[src/rtl/piso_tx_pkg.sv]
// ---------------------------------------------------------------------------
// piso_tx_pkg
// Shared definitions for the round-robin PISO transmit scheduler.
//   state_t      : scheduler FSM states (IDLE, SHIFT, GAP)
//   owner_width  : width of an index into NUM_REQ requesters (at least 1)
//   frame_len    : serial bits per frame; WIDTH, plus one parity bit when
//                  PISO_TX_PARITY_EN is defined
//   OWNER_W / FRAME_LEN : values for the default configuration (4 x 4 bits)
// Optional feature macro: PISO_TX_PARITY_EN
// ---------------------------------------------------------------------------
package piso_tx_pkg;

    typedef enum logic [1:0] {
        ST_IDLE  = 2'd0,
        ST_SHIFT = 2'd1,
        ST_GAP   = 2'd2
    } state_t;

    localparam int NUM_REQ_DEF = 4;
    localparam int WIDTH_DEF   = 4;

    function automatic int owner_width(input int n);
        return (n <= 1) ? 1 : $clog2(n);
    endfunction

    function automatic int frame_len(input int w);
`ifdef PISO_TX_PARITY_EN
        return w + 1;
`else
        return w;
`endif
    endfunction

    localparam int OWNER_W   = owner_width(NUM_REQ_DEF);
    localparam int FRAME_LEN = frame_len(WIDTH_DEF);

endpackage

[src/rtl/piso_rr_arbiter.sv]
// ---------------------------------------------------------------------------
// piso_rr_arbiter
// Combinational round-robin search. Starting at rr_ptr and wrapping, the
// first asserted valid bit wins.
//   valid     in  NUM_REQ  request vector
//   rr_ptr    in  OW       highest-priority index for this search
//   grant     out NUM_REQ  one-hot grant (all zero when nothing is valid)
//   grant_idx out OW       index of the granted requester (0 when none)
//   any_valid out 1        at least one request is valid
// ---------------------------------------------------------------------------
module piso_rr_arbiter
    import piso_tx_pkg::*;
#(
    parameter int NUM_REQ = 4,
    parameter int OW      = owner_width(NUM_REQ)
) (
    input  logic [NUM_REQ-1:0] valid,
    input  logic [OW-1:0]      rr_ptr,
    output logic [NUM_REQ-1:0] grant,
    output logic [OW-1:0]      grant_idx,
    output logic               any_valid
);

    int idx;

    always_comb begin
        grant     = '0;
        grant_idx = '0;
        any_valid = 1'b0;
        idx       = 0;
        for (int k = 0; k < NUM_REQ; k++) begin
            // rr_ptr is always < NUM_REQ, so a single subtraction wraps.
            idx = int'(rr_ptr) + k;
            if (idx >= NUM_REQ) begin
                idx = idx - NUM_REQ;
            end
            if (!any_valid && valid[idx]) begin
                any_valid      = 1'b1;
                grant[idx]     = 1'b1;
                grant_idx      = OW'(idx);
            end
        end
    end

endmodule

[src/rtl/piso_tx_scheduler.sv]
// ---------------------------------------------------------------------------
// piso_tx_scheduler
// Shares one parallel-in/serial-out shifter between NUM_REQ requesters.
// A round-robin arbiter picks one word per frame; the word is shifted out
// MSB-first with first/last strobes, followed by GAP_CYCLES idle cycles.
//
// Handshake: in IDLE the granted requester sees req_ready high in the same
// cycle (combinational from req_valid); the word transfers on the rising
// edge where req_valid[i] and req_ready[i] are both high. req_ready is zero
// in every other state.
//
// Ports:
//   clk, rst_n            clock, asynchronous active-low reset
//   req_valid [NUM_REQ]   per-requester word available
//   req_data  [NUM_REQ*WIDTH] packed words, requester i at [i*WIDTH +: WIDTH]
//   req_ready [NUM_REQ]   one-hot grant
//   ser_out/ser_valid     serial bit and its qualifier
//   ser_first/ser_last    frame delimiters
//   owner                 requester index of the current/last frame
//   busy                  high whenever the FSM is not IDLE
// Optional feature macro: PISO_TX_PARITY_EN (appends an even-parity bit)
// ---------------------------------------------------------------------------
module piso_tx_scheduler
    import piso_tx_pkg::*;
#(
    parameter int NUM_REQ    = 4,
    parameter int WIDTH      = 4,
    parameter int GAP_CYCLES = 1
) (
    input  logic                        clk,
    input  logic                        rst_n,
    input  logic [NUM_REQ-1:0]          req_valid,
    input  logic [NUM_REQ*WIDTH-1:0]    req_data,
    output logic [NUM_REQ-1:0]          req_ready,
    output logic                        ser_out,
    output logic                        ser_valid,
    output logic                        ser_first,
    output logic                        ser_last,
    output logic [owner_width(NUM_REQ)-1:0] owner,
    output logic                        busy
);

    localparam int OW    = owner_width(NUM_REQ);
    localparam int FL    = frame_len(WIDTH);
    // One counter serves both the bit index in SHIFT and the gap count.
    localparam int CNT_W = $clog2(((FL > GAP_CYCLES) ? FL : GAP_CYCLES) + 1);
    localparam logic [CNT_W-1:0] LAST_BIT = CNT_W'(FL - 1);
    localparam logic [CNT_W-1:0] GAP_LAST = CNT_W'((GAP_CYCLES > 0) ? GAP_CYCLES - 1 : 0);

    state_t             state;
    state_t             state_nxt;
    logic [WIDTH-1:0]   shreg;
    logic [CNT_W-1:0]   bit_cnt;
    logic [OW-1:0]      rr_ptr;

    logic [NUM_REQ-1:0] grant;
    logic [OW-1:0]      grant_idx;
    logic               any_valid;
    logic [WIDTH-1:0]   sel_word;
    logic [OW-1:0]      ptr_after;

`ifdef PISO_TX_PARITY_EN
    logic               parity_q;
`endif

    piso_rr_arbiter #(
        .NUM_REQ (NUM_REQ),
        .OW      (OW)
    ) u_arb (
        .valid     (req_valid),
        .rr_ptr    (rr_ptr),
        .grant     (grant),
        .grant_idx (grant_idx),
        .any_valid (any_valid)
    );

    assign sel_word  = req_data[int'(grant_idx)*WIDTH +: WIDTH];
    assign ptr_after = (int'(grant_idx) == NUM_REQ - 1) ? '0 : grant_idx + 1'b1;

    // ---------------------------------------------------------------------
    // FSM state register
    // ---------------------------------------------------------------------
    always_ff @(posedge clk or negedge rst_n) begin
        if (!rst_n) begin
            state <= ST_IDLE;
        end else begin
            state <= state_nxt;
        end
    end

    // ---------------------------------------------------------------------
    // Next state and outputs
    // ---------------------------------------------------------------------
    always_comb begin
        state_nxt = state;
        req_ready = '0;
        ser_out   = 1'b0;
        ser_valid = 1'b0;
        ser_first = 1'b0;
        ser_last  = 1'b0;
        busy      = (state != ST_IDLE);
        case (state)
            ST_IDLE: begin
                req_ready = grant;
                if (any_valid) begin
                    state_nxt = ST_SHIFT;
                end
            end
            ST_SHIFT: begin
                ser_valid = 1'b1;
`ifdef PISO_TX_PARITY_EN
                // Data bits are exhausted once bit_cnt reaches WIDTH.
                ser_out = (bit_cnt == CNT_W'(WIDTH)) ? parity_q : shreg[WIDTH-1];
`else
                ser_out = shreg[WIDTH-1];
`endif
                ser_first = (bit_cnt == '0);
                ser_last  = (bit_cnt == LAST_BIT);
                if (bit_cnt == LAST_BIT) begin
                    state_nxt = (GAP_CYCLES > 0) ? ST_GAP : ST_IDLE;
                end
            end
            ST_GAP: begin
                if (bit_cnt == GAP_LAST) begin
                    state_nxt = ST_IDLE;
                end
            end
            default: begin
                state_nxt = ST_IDLE;
            end
        endcase
    end

    // ---------------------------------------------------------------------
    // Datapath: capture, shift, counters, round-robin pointer, owner
    // ---------------------------------------------------------------------
    always_ff @(posedge clk or negedge rst_n) begin
        if (!rst_n) begin
            shreg   <= '0;
            bit_cnt <= '0;
            rr_ptr  <= '0;
            owner   <= '0;
        end else begin
            case (state)
                ST_IDLE: begin
                    if (any_valid) begin
                        shreg   <= sel_word;
                        owner   <= grant_idx;
                        rr_ptr  <= ptr_after;
                        bit_cnt <= '0;
                    end
                end
                ST_SHIFT: begin
                    shreg   <= shreg << 1;
                    bit_cnt <= (bit_cnt == LAST_BIT) ? '0 : bit_cnt + 1'b1;
                end
                ST_GAP: begin
                    bit_cnt <= (bit_cnt == GAP_LAST) ? '0 : bit_cnt + 1'b1;
                end
                default: begin
                    bit_cnt <= '0;
                end
            endcase
        end
    end

`ifdef PISO_TX_PARITY_EN
    always_ff @(posedge clk or negedge rst_n) begin
        if (!rst_n) begin
            parity_q <= 1'b0;
        end else if (state == ST_IDLE && any_valid) begin
            parity_q <= ^sel_word;
        end
    end
`endif

endmodule
[config.mk]
export PLATFORM = sky130hd
export DESIGN_NAME = piso_tx_scheduler
export DESIGN_NICKNAME = d
export VERILOG_FILES = /design/src/rtl/piso_tx_pkg.sv /design/src/rtl/piso_rr_arbiter.sv /design/src/rtl/piso_tx_scheduler.sv
export SDC_FILE = /design/constraint.sdc
export NUM_CORES = 1
export LEC_CHECK = 0
export BUFFER_PORTS_ARGS = -buffer_cell sky130_fd_sc_hd__buf_2
export CAP_MARGIN = 20
export CORE_MARGIN = 2
export CORE_UTILIZATION = 48
export DETAILED_ROUTE_END_ITERATION = 8
export PLACE_DENSITY = 0.73
export SKIP_CTS_REPAIR_TIMING = 1
export SYNTH_ARGS = -nofsm -noshare
export SYNTH_HDL_FRONTEND = slang
export SYNTH_HIERARCHICAL = 1
export SYNTH_SLANG_ARGS = --single-unit
[constraint.sdc]
create_clock -name clk -period 3.35 [get_ports clk]
set_input_delay 0.1675 -clock clk [delete_from_list [all_inputs] [get_ports clk]]
set_output_delay 0.1675 -clock clk [all_outputs]
set_load 0.05 [all_outputs]
After elaboration in Yosys (flattened, before gate mapping)
Cells that the tools add are included. Widths: inputs -> output; s select.

Register bits: 13. Input bits: 22. Output and inout bits: 11. Word-level logic and storage cells: 106.

Add/sub/neg operators: 9. Order comparisons: 12. Equal/unequal tests: 7. Shift operators: 1. Multiplexer cells: 52. Bitwise operators: 3. Reductions and logical operators: 17.

Operators by type and width (number): $ge 32x1->1 const B (4); $lt 32x4->1 const B (4); $mux 32 (4); $ge 32x4->1 const B (3); $sub 32x4->32 const B (3); $mux 4 (6); $mux 1 (20); $mux 2 (8); $shiftx 16x5->4 (1); $or 4x4->4 (3); $mux 3 (3); $pmux 3 s3 (1); $bmux 1 s2 (4); $demux 1 s2 (4); $pmux 4 s2 (1); $logic_and 1x1->1 (7); $add 2x2->3 const B (2); $ne 2x2->1 const B (3); $pmux 2 s3 (1); $eq 2x1->1 const B (2); $reduce_and 2->1 (2); $reduce_bool 2->1 (2); $sub 2x3->4 const B (1); $add 2x1->3 const B (1); other kinds (9) (11).

Depth between registers and ports, before layout
Gate-level depths: netlist (run 1).

Depth in word-level cells: 18. Gate-level depth with buffers: 12. Depth with buffers taken out: 9.

Hierarchy
Netlist (run 1), hierarchy kept.

By module, submodules not included: piso_tx_scheduler (times used 1, cells each 88, area each 920.9 sq um, sequential area each 325.3 sq um); piso_rr_arbiter (times used 1, cells each 48, area each 460.4 sq um, sequential area each 0.0 sq um).

Least setup slack after synthesis (run 1)
No wires, ideal clock.

Path type: reg-to-reg. Start: register rr_ptr[0]. End: register shreg[2]. Library setup time: 0.125 ns. Arrival time: 2.654 ns. Required time: 3.225 ns. Slack: 0.571 ns. Cell stages (with the launch flop): 13. Buffers on the path: 3. Clock period less this slack: 2.779 ns. Cell sequence: dfrtp_1 > buf_6 > inv_1 > ha_1 > mux4_2 > buf_6 > and2b_2 > o21ai_0 > o31ai_1 > buf_4 > mux2i_1 > o221ai_1 > mux2_2.

Cells in the longest elaborated chain, start to end: 18. Elaborated cells on any way between the ends: 46. Classes of those cells: 7 x add/sub; 4 x order compare; 1 x eq/ne; 1 x shift; 26 x mux; 7 x reduce/logical.

RTL lines: from (decl) (RTL line piso_tx_scheduler.sv:54) `logic [OW-1:0] rr_ptr;`; from (signal assigned) (RTL line piso_tx_scheduler.sv:149) `rr_ptr <= ptr_after;`; parallel branches: the longest is 14 deep, another holds $sub 32x4->32; $mux 2 (*) (RTL line piso_rr_arbiter.sv:37) `if (!any_valid && valid[idx]) begin`; net grant_idx[0] (RTL line piso_tx_scheduler.sv:57) `logic [OW-1:0] grant_idx;`; $shiftx 16x5->4 (*) (RTL line piso_tx_scheduler.sv:77) `assign sel_word = req_data[int'(grant_idx)*WIDTH +: WIDTH];`; $mux 4 (*) (RTL line piso_tx_scheduler.sv:146) `if (any_valid) begin`; $pmux 4 s2 (*) (RTL line piso_tx_scheduler.sv:144) `case (state)`; to (signal assigned) (RTL line piso_tx_scheduler.sv:147) `shreg <= sel_word;`; to (signal assigned) (RTL line piso_tx_scheduler.sv:154) `shreg <= shreg << 1;`; to (decl) (RTL line piso_tx_scheduler.sv:52) `logic [WIDTH-1:0] shreg;`.

Mark *: on every way through the listed nets, which the timed path passes. The select of a mux whose other input is x is not followed. A chain may end at the register's enable or synchronous reset.

Worst setup path in the final report (run 1)
Ends and elaborated chain as after synthesis.

==> results.sh, run 1 <==
export IMPL_synth_warnings=6
export IMPL_outcome="complete, no violations"
export IMPL_final_instance_count_excl_fill=202
export IMPL_cts_num_sinks=13
export IMPL_worstRegToRegCells=10
export IMPL_final_setup_tns_ns=0
export IMPL_drtIter0Drc=47
export IMPL_switching_fraction_pct=52.1
export IMPL_diodes=0
export IMPL_number_of_detailed_route_iterations_in_the_first_pass=4
export IMPL_cp_end_kind="register"
export IMPL_critical_path_startpoint_type="register"
export IMPL_powerDensity_nw_per_um2=1110
export IMPL_core_rowCount=19
export IMPL_finalCriticalPeriod_ns=2.90
export IMPL_first_pass_grt_wire_length_um=4690
export IMPL_syn_mean_instance_area_um2=10.2
export IMPL_clkSlewWorstSetupHoldPaths_ns=0.09
export IMPL_cp_endpoint="shreg[2]"
export IMPL_r2r_start="rr_ptr[0]"
export IMPL_power_net_switching_mw=0.926
export IMPL_die_height_um=57.6
export IMPL_setup_worst_path_start="rr_ptr[0]"
export IMPL_slew_headroom_pct=56.2
export IMPL_combinationalPowerShare_pct=79.0
export IMPL_tightestPinTransition_ns=0.651
export IMPL_grt_pass1_vias=1088
export IMPL_setup_repair_after_global_routing_missed_its_margin="no"
export IMPL_yosys_cell_types_count=38
export IMPL_post_drt_via_cell_ratio=5.47
export IMPL_layout_nets=211
export IMPL_fillerInstances=255
export IMPL_max_clock_freq_ghz=0.345
export IMPL_maxSlewViolCount=0
export IMPL_largest_net_degree_at_the_start_of_global_routing=14
export IMPL_post_route_drc_count=0
export IMPL_clockRootBuffer="sky130_fd_sc_hd__clkbuf_4"
export IMPL_seq_power_share_pct=15.3
export IMPL_p_int_mw=0.850
export IMPL_power_static_leakage_nw=0.768
export IMPL_core_area_um2=2730
export IMPL_period_share_pct=86.6
export IMPL_path_class="reg -> reg"
export IMPL_postSynthRegisterBits=13
export IMPL_drt_antenna_violating_nets=0
export IMPL_initial_utilization_pct=50.5
export IMPL_hpwlAfterDp_um=2280
export IMPL_ir_drop_mv=0.916
export IMPL_dpl_cell_count=197
export IMPL_grt_usage_pct=18.0
export IMPL_post_synth_inst_count=136
export IMPL_share_of_the_yosys_chip_area_belonging_to_registers_pct=23.6
export IMPL_layout_drive_gt1_share_pct=34.5
export IMPL_die_w_um=57.6
export IMPL_gp_congestion=0.860
export IMPL_drt_total_wl_um=2790
export IMPL_post_synth_instance_area_um2=1380
export IMPL_synth_edf_count=0
export IMPL_die_area_um2=3320
export IMPL_cap_viol_max_count=0
export IMPL_worstReg2RegEnd="shreg[2]"
export IMPL_critPathArrivalTime_ns=3.07
export IMPL_tritoncts_num_buffers=3
export IMPL_crit_path_max_fanout=10
export IMPL_count_of_port_buffers_added_during_placement=32
export IMPL_timing_final_hold_violations=0
export IMPL_proportion_of_synthesized_flip_flops_having_asynchronous_set_or_reset_pct=100
export IMPL_worst_min_path_class="in -> reg"
export IMPL_prevailing_post_synth_register_cell="sky130_fd_sc_hd__dfrtp_1"
export IMPL_power_share_clock_pct=5.6
export IMPL_flow_area_growth_from_synthesis_pct=15.6
export IMPL_syn_nets=175
export IMPL_initial_antenna_violation_count=0
export IMPL_cts_tree="yes"
export IMPL_timing_hold_ws_ns=0.228
export IMPL_route_detailed_wl_per_inst_um=13.8
export IMPL_finalClockSkew_ns=0.00867
export IMPL_worst_r2r_setup_slack_ns=0.45
export IMPL_multi_input_comb_area_um2=953
export IMPL_grt_overflow_total=0
export IMPL_worstSkewPairLatency_ns=0.28
export IMPL_buffer_levels_on_the_longest_clock_path=2
export IMPL_worst_ep_required_time_ns=3.51
export IMPL_routed_via_count=1104
export IMPL_sequential_cell_area_um2=325
export IMPL_number_of_levels_in_the_clock_h_tree=1
export IMPL_num_io_pins=33
export IMPL_report_final_setup_viol=0
## metrics by stage
stage | power (mW) | util (%) | area, um^2 | worst slack [ns]
after global routing | 1.93 | 58.4 | 1600 | 0.237
after floorplan | 1.45 | - | 1380 | 0.571
after detailed placement | 1.68 | 57.1 | 1560 | 0.471
after CTS | 1.79 | 58.0 | 1590 | 0.457
final | 1.78 | 58.4 | 1600 | 0.448
after global placement | 1.65 | 57.1 | 1560 | 0.586
## power groups by stage
stage               sequential (mW)  combinational [mW]  clock [mW]
floorplan                     0.321                1.13           0
global placement              0.268                1.38           0
detailed placement            0.275                1.41           0
CTS                           0.272                1.41       0.103
global route                  0.278                1.55       0.109
finish                        0.272                1.40       0.100
## routing by layer
| layer | vias to the layer above | wire length (um) | track usage [%] |
|---|---|---|---|
| met3 | 2 | 82 | 4.02 |
| li1 | 573 | - | - |
| met1 | 511 | 1210 | 22.1 |
| met5 | - | 0 | 0 |
| met4 | 0 | 23 | 3.99 |
| met2 | 18 | 1480 | 32.0 |
## worst min-delay path by stage
stage / startpoint / end / slack [ns] / cells past startpoint
4_1_cts: rst_n / bit_cnt[2] / -0.23 / 1
6_report: req_data[5] / shreg[1] / 0.23 / 3
3_3_place_gp: rst_n / bit_cnt[2] / 0.07 / 1
5_1_grt: req_data[5] / shreg[1] / 0.25 / 3
3_5_place_dp: rst_n / state[0] / 0.08 / 1
2_1_floorplan: rst_n / bit_cnt[0] / -0.13 / 0
## kinds of logic after synthesis
family / after synthesis / synth area share (%)
adders and majority gates: 17 / 15.4
buffers and inverters: 20 / 7.43
AOI/OAI and AO/OA: 36 / 18.7
DFF: 13 / 23.6
and+or+nand+nor: 31 / 14.1
muxes: 19 / 20.7
## worst max-delay path: stages (launching register included)
cell and delay (ns):
sky130_fd_sc_hd__dfrtp_1 0.42, sky130_fd_sc_hd__inv_1 0.11, sky130_fd_sc_hd__ha_1 0.36, sky130_fd_sc_hd__mux4_2 0.43, sky130_fd_sc_hd__and2b_2 0.31, sky130_fd_sc_hd__o21ai_0 0.08
sky130_fd_sc_hd__o31ai_1 0.18, sky130_fd_sc_hd__buf_4 0.28, sky130_fd_sc_hd__mux2i_1 0.20, sky130_fd_sc_hd__o221ai_1 0.14, sky130_fd_sc_hd__mux2_2 0.27
## cell usage after synthesis (all sizes together), types with 5 or more instances
| master | n | area [um^2] |
|---|---|---|
| ha | 17 | 213 |
| inv | 14 | 52.6 |
| dfrtp | 13 | 325 |
| mux2 | 9 | 105 |
| nand2 | 9 | 33.8 |
| o21ai | 9 | 45.0 |
| a22oi | 8 | 60.1 |
| and2 | 6 | 42.5 |
| o31ai | 6 | 45.0 |
| buf | 5 | 46.3 |
| mux2i | 5 | 53.8 |
| mux4 | 5 | 128 |
## registers in the layout (all words and copies together) (netlist names)
name     count
bit_cnt      3
rr_ptr       2
shreg        4
owner        2
state        2
## cell type report
| class | count | share of cell area, % |
|---|---|---|
| clock buffer | 4 | 1.65 |
| timing repair buffer | 37 | 12.5 |
| tap | 31 | 2.43 |
| multi-input combinational | 103 | 59.7 |
| inverter | 14 | 3.29 |
| sequential | 13 | 20.4 |
## cells in the final DEF, fill, tap and decap left out, types with 4 or more instances in the layout
master,n
sky130_fd_sc_hd__mux2_2,8
sky130_fd_sc_hd__a22oi_1,8
sky130_fd_sc_hd__nor2_1,4
sky130_fd_sc_hd__o31ai_1,6
sky130_fd_sc_hd__buf_4,4
sky130_fd_sc_hd__nand2_1,9
sky130_fd_sc_hd__ha_1,17
sky130_fd_sc_hd__o21ai_0,9
sky130_fd_sc_hd__inv_1,14
sky130_fd_sc_hd__buf_2,32
sky130_fd_sc_hd__mux2i_1,4
sky130_fd_sc_hd__mux4_1,4
sky130_fd_sc_hd__and2_2,4
sky130_fd_sc_hd__dfrtp_1,13
Power figures use the tool's default switching activity.
==> run 2: changes to the inputs <==
--- a/config.mk
+++ b/config.mk
@@ -10,7 +10,7 @@
 export CORE_MARGIN = 2
 export CORE_UTILIZATION = 48
 export DETAILED_ROUTE_END_ITERATION = 8
-export PLACE_DENSITY = 0.73
+export PLACE_DENSITY = 0.82
 export SKIP_CTS_REPAIR_TIMING = 1
 export SYNTH_ARGS = -nofsm -noshare
 export SYNTH_HDL_FRONTEND = slang
==> results.sh, run 2 (synthesized netlist as in run 1, its figures left out) <==
export IMPL_outcome="complete, no violations"
export IMPL_largest_register_ffs=4
export IMPL_powerDensity_nw_per_um2=1110
export IMPL_switching_fraction_pct=52.5
export IMPL_clockRootBuffer="sky130_fd_sc_hd__clkbuf_4"
export IMPL_final_cell_area_um2=1580
export IMPL_reg_top3="shreg x4, bit_cnt x3"
export IMPL_cp_end_kind="register"
export IMPL_dpl_cell_count=195
export IMPL_final_setup_tns_ns=0
export IMPL_die_height_um=57.6
export IMPL_die_w_um=57.6
export IMPL_initial_antenna_violation_count=0
export IMPL_met1_usage_pct=20.9
export IMPL_diodes=0
export IMPL_critical_path_startpoint_type="register"
export IMPL_period_share_pct=91.7
export IMPL_clkSlewWorstSetupHoldPaths_ns=0.08
export IMPL_worst_r2r_setup_slack_ns=0.28
export IMPL_layout_nets=209
export IMPL_drtIter0Drc=29
export IMPL_whs_path_depth=3
export IMPL_min_from="req_data[7]"
export IMPL_power_static_leakage_nw=0.761
export IMPL_cpMaxStageDelayCell="sky130_fd_sc_hd__dfrtp_1"
export IMPL_power_net_switching_mw=0.921
export IMPL_flow_area_growth_from_synthesis_pct=14.6
export IMPL_drt_antenna_violating_nets=0
export IMPL_hpwlAfterDp_um=2180
export IMPL_fillerInstances=233
export IMPL_report_final_setup_viol=0
export IMPL_dpl_instance_area_um2=1550
export IMPL_ir_drop_mv=0.988
export IMPL_finalCriticalPeriod_ns=3.07
export IMPL_buffer_levels_on_the_longest_clock_path=2
export IMPL_route_detailed_wl_per_inst_um=13.6
export IMPL_max_clock_freq_ghz=0.326
export IMPL_number_of_levels_in_the_clock_h_tree=1
export IMPL_layout_drive_gt1_share_pct=34.3
export IMPL_worstReg2RegEnd="shreg[1]"
export IMPL_number_of_detailed_route_iterations_in_the_first_pass=4
export IMPL_post_drt_via_cell_ratio=5.71
export IMPL_routed_via_count=1142
export IMPL_r2r_start="rr_ptr[1]"
export IMPL_global_route_usage_met2_pct=29.5
export IMPL_tritoncts_num_buffers=3
export IMPL_report_power_total_mw=1.75
export IMPL_grt_met3_usage_pct=4.46
export IMPL_timing_final_hold_violations=0
export IMPL_drt_total_wl_um=2710
export IMPL_max_stage_delay_ns=0.56
export IMPL_core_rowCount=19
export IMPL_global_route_peak_usage_layer="met2"
export IMPL_cts_tree="yes"
export IMPL_first_pass_grt_wire_length_um=4520
export IMPL_grt_overflow_total=0
export IMPL_grt_usage_pct=17.1
export IMPL_gp_congestion=0.791
export IMPL_final_instance_count_excl_fill=200
export IMPL_crit_path_max_fanout=11
export IMPL_maxSlewViolCount=0
export IMPL_p_int_mw=0.833
export IMPL_hold_end="shreg[3]"
export IMPL_post_route_drc_count=0
export IMPL_path_class="reg -> reg"
export IMPL_num_io_pins=33
export IMPL_tightestPinTransition_ns=0.456
export IMPL_seq_power_share_pct=16.2
export IMPL_die_area_um2=3320
export IMPL_count_of_port_buffers_added_during_placement=32
export IMPL_slew_headroom_pct=69.6
export IMPL_worst_ep_required_time_ns=3.51
export IMPL_largest_net_degree_at_the_start_of_global_routing=15
export IMPL_layout_commonest_cell="sky130_fd_sc_hd__buf_2"
export IMPL_cap_viol_max_count=0
export IMPL_cts_num_sinks=13
export IMPL_worstSkewPairLatency_ns=0.28
export IMPL_worstRegToRegCells=9
export IMPL_path_cells="inv_1 -> ha_1 -> mux4_2 -> nor4b_4 -> nor2_1 -> a32o_1 -> or2_1 -> a211oi_1 -> o31ai_1"
export IMPL_largest_register="shreg"
export IMPL_finalClockSkew_ns=0.00460
export IMPL_setup_repair_after_global_routing_missed_its_margin="no"
export IMPL_combinationalPowerShare_pct=78.3
export IMPL_finalCoreUtilization_pct=57.9
export IMPL_critPathArrivalTime_ns=3.23
export IMPL_initial_utilization_pct=50.5
export IMPL_layout_common_cells="sky130_fd_sc_hd__buf_2, sky130_fd_sc_hd__ha_1, sky130_fd_sc_hd__inv_1"
export IMPL_power_share_clock_pct=5.5
export IMPL_grt_pass1_vias=1077
export IMPL_core_area_um2=2730
export IMPL_worst_min_path_class="in -> reg"
==> run 2: through the flow <==
stage,hold slack [ns],worst slack (ns)
finish,0.234,0.278
global route,0.227,0.0379
floorplan,-0.128,0.571
detailed placement,0.0705,0.288
CTS,-0.235,0.280
global placement,0.0711,0.439
==> run 2: layer usage <==
metal,share of wire (%),vias up,wire length [um]
met5,0,-,0
met4,1.1,0,29
met3,4.2,4,113
met2,52,32,1410
met1,43,542,1160
li1,-,564,-
==> run 2: area by class of cell <==
type                            count  area (um^2)  share of cell area [%]
Clock inverter                      1         5.00                   0.316
Sequential cell                    13          325                    20.6
Timing Repair Buffer               35          185                    11.7
Clock buffer                        3         22.5                    1.42
Multi-Input combinational cell    103          953                    60.2
Tap cell                           31         38.8                    2.45
Inverter                           14         52.6                    3.32
==> run 2: worst max-delay path by stage <==
stage,start,endpoint,slack [ns],depth (start not counted)
5_1_grt,rr_ptr[1],shreg[1],0.04,9
4_1_cts,rr_ptr[1],shreg[1],0.28,9
3_3_place_gp,rr_ptr[1],shreg[2],0.44,10
3_5_place_dp,rr_ptr[1],shreg[1],0.29,9
2_1_floorplan,rr_ptr[0],shreg[2],0.57,12
6_report,rr_ptr[1],shreg[1],0.28,9
==> run 2: power by group through the flow <==
stage / clock network (mW) / logic [mW] / registers, mW
final: 0.0966 / 1.37 / 0.284
after global routing: 0.114 / 1.50 / 0.294
after CTS: 0.101 / 1.38 / 0.285
after detailed placement: 0 / 1.37 / 0.287
after global placement: 0 / 1.34 / 0.280
after floorplan: 0 / 1.13 / 0.321
==> run 2: critical path: cells and delay by family, from the launching register on <==
kind / cells / cell delay [ns]
buffers and inverters: 1 / 0.17
and+or+nand+nor: 3 / 0.77
DFF: 1 / 0.56
AOI/OAI and AO/OA: 3 / 0.61
adders and majority gates: 1 / 0.39
muxes: 1 / 0.45
